**config.mk**
```make
export PLATFORM = sky130hd
export DESIGN_NAME = id_seq
export DESIGN_NICKNAME = d
export VERILOG_FILES = /design/src/rtl/id_seq.sv
export SDC_FILE = /design/constraint.sdc
export NUM_CORES = 1
export LEC_CHECK = 0
export ABC_AREA = 1
export CAP_MARGIN = 20
export CORE_UTILIZATION = 44
export CTS_BUF_LIST = sky130_fd_sc_hd__clkbuf_2 sky130_fd_sc_hd__clkbuf_4 sky130_fd_sc_hd__clkbuf_8
export DETAILED_ROUTE_END_ITERATION = 10
export GPL_TIMING_DRIVEN = 1
export PLACE_DENSITY_LB_ADDON = 0.2
export SLEW_MARGIN = 10
export SYNTH_ARGS = -nofsm -noshare
export SYNTH_HDL_FRONTEND = slang
export SYNTH_SLANG_ARGS = --single-unit
```
**constraint.sdc**
```tcl
create_clock -name clk -period 3.7 [get_ports clk]
set_input_delay 0.37 -clock clk [delete_from_list [all_inputs] [get_ports clk]]
set_output_delay 0.37 -clock clk [all_outputs]
set_load 0.02 [all_outputs]
```
**src/rtl/id_seq.sv**
```systemverilog
// id_seq: sequenced instruction decoder; latches an instruction and steps a one-hot stage counter.
// Defining ID_DBG_EN adds dbg_halt/dbg_active and a HALT state entered between instructions.
module id_seq #(
    parameter int XLEN   = 16,
    parameter int REG_AW = 4,
    parameter int NSTAGE = 4,
    localparam int INST_W = XLEN + 3 * REG_AW + 4
) (
    input  logic              clk,
    input  logic              rst_n,
    input  logic              inst_valid,
    input  logic [INST_W-1:0] inst,
    output logic              inst_ready,
    input  logic              stall,
    output logic [NSTAGE-1:0] stage,
    output logic [3:0]        opc,
    output logic [REG_AW-1:0] sa1,
    output logic [REG_AW-1:0] sa2,
    output logic [REG_AW-1:0] da,
    output logic [XLEN-1:0]   imm,
    output logic [3:0]        alu_ctrl,
    output logic              pfc_ctrl,
    output logic              s2_sel,
    output logic [2:0]        din_sel,
    output logic [4:0]        addr_sel,
    output logic              sp_ctrl,
    output logic              done,
    output logic              illegal
`ifdef ID_DBG_EN
    ,
    input  logic              dbg_halt,
    output logic              dbg_active
`endif
);
    typedef enum logic [1:0] {IDLE, RUN, HALT} state_t;

    localparam logic [3:0] OP_CALC  = 4'b0000;
    localparam logic [3:0] OP_CALCI = 4'b0001;
    localparam logic [3:0] OP_LOAD  = 4'b0011;
    localparam logic [3:0] OP_STORE = 4'b0111;
    localparam logic [3:0] OP_CALIF = 4'b1111;

    state_t            state, state_n;
    logic [NSTAGE-1:0] stage_n;
    logic [INST_W-1:0] inst_q;
    logic              halt_q, halt_req, dbg_in, halted, accept, legal, en;
    logic              is_calc, is_calci, is_load, is_store, is_calif;

`ifdef ID_DBG_EN
    assign dbg_in     = dbg_halt;
    assign halted     = (state == HALT);
    assign dbg_active = halted;
`else
    assign dbg_in = 1'b0;
    assign halted = 1'b0;
`endif

    // A halt request sampled during RUN is remembered until the instruction retires
    assign halt_req   = halt_q || dbg_in;
    assign inst_ready = (state == IDLE && !dbg_in) ||
                        (state == RUN && stage[NSTAGE-1] && !stall && !halt_req);
    assign accept     = inst_valid && inst_ready;
    assign done       = stage[NSTAGE-1] && !stall;

    always_ff @(posedge clk or negedge rst_n) begin
        if (!rst_n) begin
            state  <= IDLE;
            stage  <= '0;
            inst_q <= '0;
            halt_q <= 1'b0;
        end else begin
            state  <= state_n;
            stage  <= stage_n;
            halt_q <= (state_n == RUN) && halt_req;
            if (accept) inst_q <= inst;
        end
    end

    always_comb begin
        state_n = state;
        stage_n = stage;
        if (state == IDLE) begin
            state_n = accept ? RUN : dbg_in ? HALT : IDLE;
            stage_n = accept ? NSTAGE'(1) : '0;
        end else if (state == RUN) begin
            if (!stall && stage[NSTAGE-1]) begin
                state_n = accept ? RUN : halt_req ? HALT : IDLE;
                stage_n = accept ? NSTAGE'(1) : '0;
            end else if (!stall) begin
                stage_n = stage << 1;
            end
        end else begin
            state_n = dbg_in ? HALT : IDLE;
        end
    end

    assign {imm, da, sa2, sa1, opc} = inst_q;

    assign is_calc  = (opc == OP_CALC);
    assign is_calci = (opc == OP_CALCI);
    assign is_load  = (opc == OP_LOAD);
    assign is_store = (opc == OP_STORE);
    assign is_calif = (opc == OP_CALIF);
    assign legal    = is_calc || is_calci || is_load || is_store || is_calif;
    assign illegal  = (state == RUN) && !legal;
    assign en       = (state == RUN) && legal;

    always_comb begin
        alu_ctrl = !en ? 4'b0000 : is_calc ? imm[3:0] : is_calci ? 4'(sa2) : 4'b0000;
        pfc_ctrl = en && is_calif;
        s2_sel   = en && !is_calc;
        din_sel  = !en ? 3'b000 : (is_calc || is_calci) ? 3'b001 :
                   (is_load || is_store) ? 3'b010 : 3'b100;
        sp_ctrl  = en && is_calif && stage[2];
        addr_sel = halted ? 5'b10000 : !en ? 5'b00000 :
                   stage[0] ? 5'b00010 :
                   stage[1] ? (is_load ? 5'b00001 : 5'b00100) :
                   stage[2] ? (is_store ? 5'b00001 : 5'b01000) : 5'b00000;
    end
endmodule

```
==> metrics.txt, run 1 <==
area of the multi-input gates=around 680 um2; final core utilization=0.735; Synth async-reset ratio=1.00; initial antenna violation count=0; Routed WL=approximately 4.5 mm; final instance area=0.00275 mm2; Cells after Synth=~210; Max Slew Vio Count=0; maxcap violations=0; Longest Clk Path Bufs=2; register area share after synthesis=0.555; post-synthesis simple-gate area fraction=0.330; Tot Pwr=roughly 2.4 mW; CP endpoint kind=output pin; critical path's slowest cell=clkdlybuf4s50_1; Area Overhead vs Synth=56.3%; CTS resizes=0; worst reg-to-reg path cell count=8; Setup CP Type=reg2out; yosys warns=0; Syn Nets=roughly 250; CP cell instances=inv_1, nand2_1, nor2_2, inv_1, nand3_1, nand2_2, a21oi_2, clkdlybuf4s50_1; DIE WIDTH=between 60 and 70 um; drt drc=0; Die ar.=around 0.0043 mm2; top-area cell type share of the netlist area=0.555; worst vdd ir=approximately 460 uV; setup bufs post-CTS=0; fin crit share=0.704; # rows=22; GRT Residual Overflow=0; Die H=65.2 um; first-pass GRT wire length=approximately 7.5 mm; DR pass1 iterations=4; worst endpoint required time=3.33 ns; DR vias=between 1500 and 2000; CTS Hold Bufs=0; leakage=around 1.3 nW; GP Congestion=approximately 0.76; multiplexer area fraction after synthesis=0; clk_skew=0.00337 ns; Synth Area per Inst=between 8 and 9 um2; CTS Buf Count=5; Achievable Freq=between 0.3 and 0.4 GHz; number of synthesized register bits=39; vias in the first global route=1696; CP most frequent cell=inv_1; largest net degree at the start of global routing=40; Tot GR Track Use=0.234; CTS Sinks=39; endpoints failing setup=0; Synth Area in XOR/XNOR=0; clk_lat worst skew=between 0.2 and 0.3 ns; capturing point of the worst reg2reg path=halt_q$_DFF_PN0_; minimum clock period=2.60 ns; hpwl dp=between 3 and 4 mm; Critical Path Max Stage Delay=~0.65 ns; worst hold path type=in2async; area leader, netlist=dfrtp_1; Reg area=just under 0.001 mm2; CP arrival=2.23 ns; Initial Util=0.470; Filler Cell Count=between 300 and 400; routed len/inst=about 13 um; crit path max fanout=7; ys flop type=dfrtp_1; RR Startpoint=state[1]$_DFF_PN0_; top cells by area, synth=dfrtp_1 (55%), nand2_1 (15%), nand3_1 (11%); Core Footprint=around 0.0037 mm2; Worst-Margin Slew=0.883 ns; Antenna Cells=0; CTS tree=done; largest family of logic cells by synthesized area=simple AND/OR/NAND/NOR gates; I/O pin cnt=90; clock slew at reported path FFs=around 0.07 ns; Cell variety after synth=22; final net count=about 340; most frequent cells after synthesis=nand2_1 (71), dfrtp_1 (39), nand3_1 (39); DP Area=0.00266 mm2; final hold violations=0; status=complete, no violations; layout cell share with drive strength beyond 1=0.0764; Compound-Gate Fraction of Synth Area=0.0533; most common cell in the netlist=nand2_1; pwr/cell area=860 mW/mm2; Max-slew headroom=0.412; port buffer count=slightly below 90; adder-cell share of the synthesized area=0; DR vias/cell=4.97; setup tns final=0 ns; H-tree depth=2; Detail Route Antenna Nets=0; r2r setup slk=roughly 1.9 ns; EDFF count, synth=0; DR iter-0 viols=94; RSZ-0062 raised after global routing=no; post-synthesis cell area=roughly 0.0018 mm2; CP startpoint kind=flop; CTS root buf=clkbuf_8
area by class of cell:
class | count | share of cell area
Sequential cell | 39 | 0.355
Timing Repair Buffer | 90 | 0.324
Multi-Input combinational cell | 149 | 0.247
Clock buffer | 7 | 0.0305
Tap cell | 48 | 0.0218
Inverter | 15 | 0.0205
Clock inverter | 1 | 0.00182
metrics by stage:
stage	std cells	setup WS, ns	hold WS, ns
after CTS	349	1.09	0.221
after floorplan	213	1.95	0.0744
after detailed placement	341	1.20	0.457
after global placement	341	1.20	0.453
final	349	1.10	0.203
after global routing	349	0.951	0.268
registers in the layout (all words and copies together) (netlist names):
name and cells:
state 2, stage 4, inst_q 32, halt_q 1
where the power goes:
part           switching, mW  internal, mW  leakage, nW  total, mW
clock                  0.142         0.147       0.0491      0.288
combinational          0.751         0.568        0.750       1.32
sequential             0.138         0.619        0.485      0.757
total                   1.03          1.33         1.28       2.36
cell usage in the layout, fill, tap and decap left out, types with 3 or more instances in the layout:
cell and count:
clkdlybuf4s50_1 87, nor2_1 14, clkbuf_8 5, dfrtp_1 39, a21oi_2 4, inv_1 13
a21oi_1 5, nand3_1 39, o22ai_1 3, nand2_1 71
worst max-delay path by stage:
stage          cells after the start                   from          end  slack [ns]
2_1_floorplan                      7  inst_q[3]$_DFFE_PN0P_  addr_sel[1]        1.95
3_3_place_gp                       6                  stall   inst_ready        1.20
3_5_place_dp                       6                  stall   inst_ready        1.20
4_1_cts                            8  inst_q[3]$_DFFE_PN0P_  alu_ctrl[2]        1.09
5_1_grt                            8  inst_q[3]$_DFFE_PN0P_  alu_ctrl[2]        0.95
6_report                           8  inst_q[3]$_DFFE_PN0P_  alu_ctrl[2]        1.10
cells by family after synthesis:
kind of cell,count (synthesis)
other cells,1
buf+inv,25
compound gates,15
flops,39
simple gates,133
worst max-delay path, delay by kind of cell, from the launching register on:
kind / cells / cell delay, ns
simple gates: 4 / 0.57
compound gates: 1 / 0.14
buf+inv: 3 / 0.82
flops: 1 / 0.41
routing by layer:
| metal | global-route usage | part of all wire | wire, um |
|---|---|---|---|
| met5 | 0 | 0 | 0 |
| met4 | 0.0924 | 0.018 | 83 |
| met3 | 0.0920 | 0.078 | 356 |
| met2 | 0.393 | 0.50 | 2260 |
| met1 | 0.264 | 0.41 | 1840 |
(Power assumes the default switching activity.)
==> run 2, diff against run 1 <==
--- a/config.mk
+++ b/config.mk
@@ -7,7 +7,7 @@
 export LEC_CHECK = 0
 export ABC_AREA = 1
 export CAP_MARGIN = 20
-export CORE_UTILIZATION = 44
+export CORE_UTILIZATION = 41
 export CTS_BUF_LIST = sky130_fd_sc_hd__clkbuf_2 sky130_fd_sc_hd__clkbuf_4 sky130_fd_sc_hd__clkbuf_8
 export DETAILED_ROUTE_END_ITERATION = 10
 export GPL_TIMING_DRIVEN = 1
==> constraint.sdc (replaced) <==
create_clock -name clk -period 2.7 [get_ports clk]
set_input_delay 0.27 -clock clk [delete_from_list [all_inputs] [get_ports clk]]
set_output_delay 0.27 -clock clk [all_outputs]
set_load 0.02 [all_outputs]
==> metrics.txt, run 2 (same netlist as run 1, synthesis figures left out) <==
Die ar.=0.00456 mm2; Net Sw Power=roughly 1.4 mW; setup tns final=0 ns; setup bufs post-CTS=0; Worst-Margin Slew=0.850 ns; routed len/inst=approximately 12 um; capturing point of the worst reg2reg path=halt_q$_DFF_PN0_; Biggest register=inst_q; Detail Route Antenna Nets=0; Max Slew Vio Count=0; RSZ-0062 raised after global routing=no; final instance area=roughly 0.0028 mm2; Core Footprint=0.00406 mm2; commonest non-fill, non-tap cells in the layout=clkdlybuf4s50_1 (87), nand2_1 (71), nand3_1 (39), dfrtp_1 (39), nor2_1 (14); status=complete, no violations; Die H=between 60 and 70 um; Area Overhead vs Synth=57.3%; CTS Buf Count=5; Setup CP Type=reg2out; commonest non-fill, non-tap cell in the layout=clkdlybuf4s50_1; CTS tree=done; I/O pin cnt=90; worst reg-to-reg path cell count=8; initial antenna violation count=0; CP arrival=between 2 and 2.5 ns; clock slew at reported path FFs=around 0.07 ns; Post-Layout Cell Count=approximately 350; final setup margin=between 0.2 and 0.3 ns; final net count=336; CTS resizes=0; Crit. Startpoint=inst_q[3]$_DFFE_PN0P_; CP startpoint kind=flop; hpwl dp=between 3 and 4 mm; drt drc=0; CTS Sinks=39; endpoints failing setup=0; first-pass GRT wire length=about 7.0 mm; power share of the sequential group=0.315; CP endpoint kind=output pin; minimum clock period=2.41 ns; DP Area=approximately 0.0027 mm2; GRT Residual Overflow=0; r2r setup slk=0.90 ns; Internal=between 1.5 and 2 mW; pre-CTS WS=about 0.59 ns; RR Startpoint=state[1]$_DFF_PN0_; DR vias/cell=between 4 and 5; # rows=23; pwr/cell area=between 1000 and 1500 mW/mm2; worst vdd ir=589 uV; Longest Clk Path Bufs=2; layout cell share with drive strength beyond 1=0.0764; DIE WIDTH=~68 um; worst hold slack=around 0.095 ns; biggest regs=inst_q (32), stage (4), state (2); CTS Hold Bufs=0; Cells after DPL=roughly 340; H-tree depth=2; Achievable Freq=0.415 GHz; maxcap violations=0; final hold violations=0; DR vias=approximately 1700; vias in the first global route=1583; DR iter-0 viols=90; Filler Cell Count=between 300 and 400; largest net degree at the start of global routing=40; part of the power in combinational logic=0.554; GP Congestion=roughly 0.83; leakage=roughly 1.3 nW; worst endpoint required time=roughly 2.4 ns; Tot GR Track Use=0.207; crit path max fanout=7; Antenna Cells=0; clk_lat worst skew=around 0.28 ns; clock share of power=0.131; DR pass1 iterations=4; fin crit share=0.892; Largest register FFs=32; Initial Util=0.434; Max-slew headroom=0.433; Routed WL=4.32 mm; CTS root buf=clkbuf_8; worst hold path type=in2async; port buffer count=88; clk_skew=~0.0074 ns; Switching Fraction=0.430
[run 2: how the worst max path moves through the flow]
| stage | endpoint | slack, ns |
|---|---|---|
| floorplan | addr_sel[1] | 1.05 |
| global placement | alu_ctrl[0] | 0.61 |
| detailed placement | halt_q$_DFF_PN0_ | 0.59 |
| CTS | alu_ctrl[2] | 0.29 |
| global route | alu_ctrl[0] | 0.14 |
| finish | alu_ctrl[1] | 0.29 |
[run 2: power groups by stage]
| stage | Sequential (mW) | Combinational, mW | Clock [mW] |
|---|---|---|---|
| 2_1_floorplan | 1.33 | 0.685 | 0 |
| 3_3_place_gp | 1.03 | 1.80 | 0 |
| 3_5_place_dp | 1.04 | 1.82 | 0 |
| 4_1_cts | 1.03 | 1.82 | 0.436 |
| 5_1_grt | 1.07 | 1.99 | 0.459 |
| 6_report | 1.03 | 1.81 | 0.428 |
[run 2: cell type report]
type                       instances  area (um2)  area share
sequential                        39         976       0.353
timing repair buffer              90         891       0.322
multi-input combinational        149         678       0.245
clock buffer                       7        96.3      0.0348
tap                               50        62.6      0.0226
inverter                          15        56.3      0.0203
clock inverter                     1        7.51     0.00271
[run 2: layer usage]
layer,share of wire,vias up,track usage
li1,-,851,-
met2,0.50,67,0.350
met3,0.077,2,0.0557
met5,0,-,0
met1,0.42,802,0.256
met4,0.0053,0,0.0638
[run 2: worst max-delay path, cell delays in order (launching register included)]
cell and delay (ns):
dfrtp_1 0.41, inv_1 0.08, nand2_1 0.07, nor2_2 0.19
inv_1 0.08, nand3_1 0.12, nand2_2 0.15, a21oi_2 0.14
clkdlybuf4s50_1 0.61
[run 2: through the flow]
| step | power [mW] | utilization |
|---|---|---|
| global placement | 2.84 | 0.656 |
| floorplan | 2.02 | - |
| global route | 3.51 | 0.682 |
| detailed placement | 2.86 | 0.656 |
| CTS | 3.29 | 0.682 |
| finish | 3.27 | 0.682 |
==> run 3, diff against run 2 <==
==> constraint.sdc (replaced) <==
create_clock -name clk -period 2.7 [get_ports clk]
set_input_delay 0.27 -clock clk [delete_from_list [all_inputs] [get_ports clk]]
set_output_delay 0.27 -clock clk [all_outputs]
set_load 0.1 [all_outputs]
==> metrics.txt, run 3 (same netlist as run 1, synthesis figures left out) <==
Initial Util=0.434; minimum clock period=around 2.2 ns; Antenna Cells=0; Setup CP Type=reg2out; worst hold slack=roughly 0.08 ns; Die H=around 68 um; DR vias/cell=4.87; maxcap violations=0; fin crit share=0.821; worst hold path type=in2async; CP arrival=slightly below 2 ns; H-tree depth=2; clk_skew=approximately 0.0053 ns; CTS resizes=0; CTS Sinks=39; CTS Hold Bufs=0; Die ar.=around 0.0046 mm2; DIE WIDTH=67.5 um; CP endpoint kind=output pin; Max-slew headroom=0.444; Filler Cell Count=between 300 and 400; clock slew at reported path FFs=approximately 0.070 ns; crit path max fanout=7; Core Footprint=slightly above 0.004 mm2; Worst-Margin Slew=around 0.83 ns; final net count=between 300 and 400; hpwl dp=between 3 and 4 mm; Tot GR Track Use=0.201; Largest register FFs=32; worst endpoint required time=about 2.4 ns; Biggest register=inst_q; DR iter-0 viols=between 100 and 150; CTS Buf Count=5; first-pass GRT wire length=6.74 mm; biggest regs=inst_q (32), stage (4), state (2); RSZ-0062 raised after global routing=no; drt drc=0; DR pass1 iterations=5; Longest Clk Path Bufs=2; # rows=23; clk_lat worst skew=between 0.2 and 0.3 ns; routed len/inst=about 12 um; setup bufs post-CTS=0; Max Slew Vio Count=0; endpoints failing setup=0; Detail Route Antenna Nets=0; commonest non-fill, non-tap cell in the layout=nand2_1; GP Congestion=0.784; DP Area=roughly 0.0028 mm2; GRT Residual Overflow=0; CTS root buf=clkbuf_8; initial antenna violation count=0; Routed WL=~4.3 mm; I/O pin cnt=90; Area Overhead vs Synth=61.5%; DR vias=1714; vias in the first global route=between 1000 and 1500; port buffer count=88; CP startpoint kind=flop; final hold violations=0; final instance area=around 0.0028 mm2; layout cell share with drive strength beyond 1=0.288; status=complete, no violations; CTS tree=done; Achievable Freq=~0.45 GHz; commonest non-fill, non-tap cells in the layout=nand2_1 (71), buf_4 (45), nand3_1 (39); largest net degree at the start of global routing=40
-- run 3: cell count changes in the layout (fill, tap and decap cells not counted), moves of 2 or more --
cell / delta
buf_12: +11
nor2_1: -8
a21oi_4: +2
clkdlybuf4s50_1: -53
nor2_4: +7
buf_4: +43
a21oi_2: -2
clkbuf_8: -2
-- run 3: cell type report --
type                       instances  area, um2  area share
clock inverter                     2       12.5     0.00440
tap                               50       62.6      0.0220
sequential                        39        977       0.344
multi-input combinational        149        753       0.265
clock buffer                       6       76.3      0.0269
inverter                          15       56.3      0.0198
timing repair buffer              91        903       0.318
-- run 3: per-stage QoR --
step           setup TNS (ns)   util  setup slack, ns  std cells
3_3_place_gp                0  0.678            0.798        344
2_1_floorplan           -1.16      -           -0.256        213
3_5_place_dp                0  0.678            0.766        344
6_report                    0  0.700            0.483        352
5_1_grt                     0  0.700            0.330        352
4_1_cts                     0  0.700            0.462        352
-- run 3: path summary, 6_finish.rpt --
kind / from / to / slack (ns) / cells past startpoint
min in group clk: inst_q[23]$_DFFE_PN0P_ / inst_q[23]$_DFFE_PN0P_ / 0.47 / 2
setup reg to reg: state[1]$_DFF_PN0_ / halt_q$_DFF_PN0_ / 1.06 / 7
setup / recovery: inst_q[3]$_DFFE_PN0P_ / alu_ctrl[2] / 0.48 / 8
max in group asynchronous: rst_n / stage[3]$_DFFE_PN0P_ / 2.06 / 1
hold reg to reg: inst_q[23]$_DFFE_PN0P_ / inst_q[23]$_DFFE_PN0P_ / 0.47 / 2
hold / removal: rst_n / stage[2]$_DFFE_PN0P_ / 0.08 / 1
-- run 3: metal layers --
layer	vias up	wire, um	track usage
li1	855	-	-
met1	789	1940	0.264
met2	64	1990	0.306
met3	6	340	0.0726
met4	0	60	0.0718
met5	-	0	0
-- run 3: worst max-delay path: stages (launching register included) --
cell     delay (ns)
dfrtp_1        0.42
inv_1          0.09
nand2_1        0.07
nor2_2         0.20
inv_1          0.10
nand3_1        0.14
nand2_2        0.22
a21oi_2        0.22
buf_12         0.19
Power of run 3 is not shown: default switching activity piles up to over one toggle a cycle in this logic, so the estimate is an artifact.
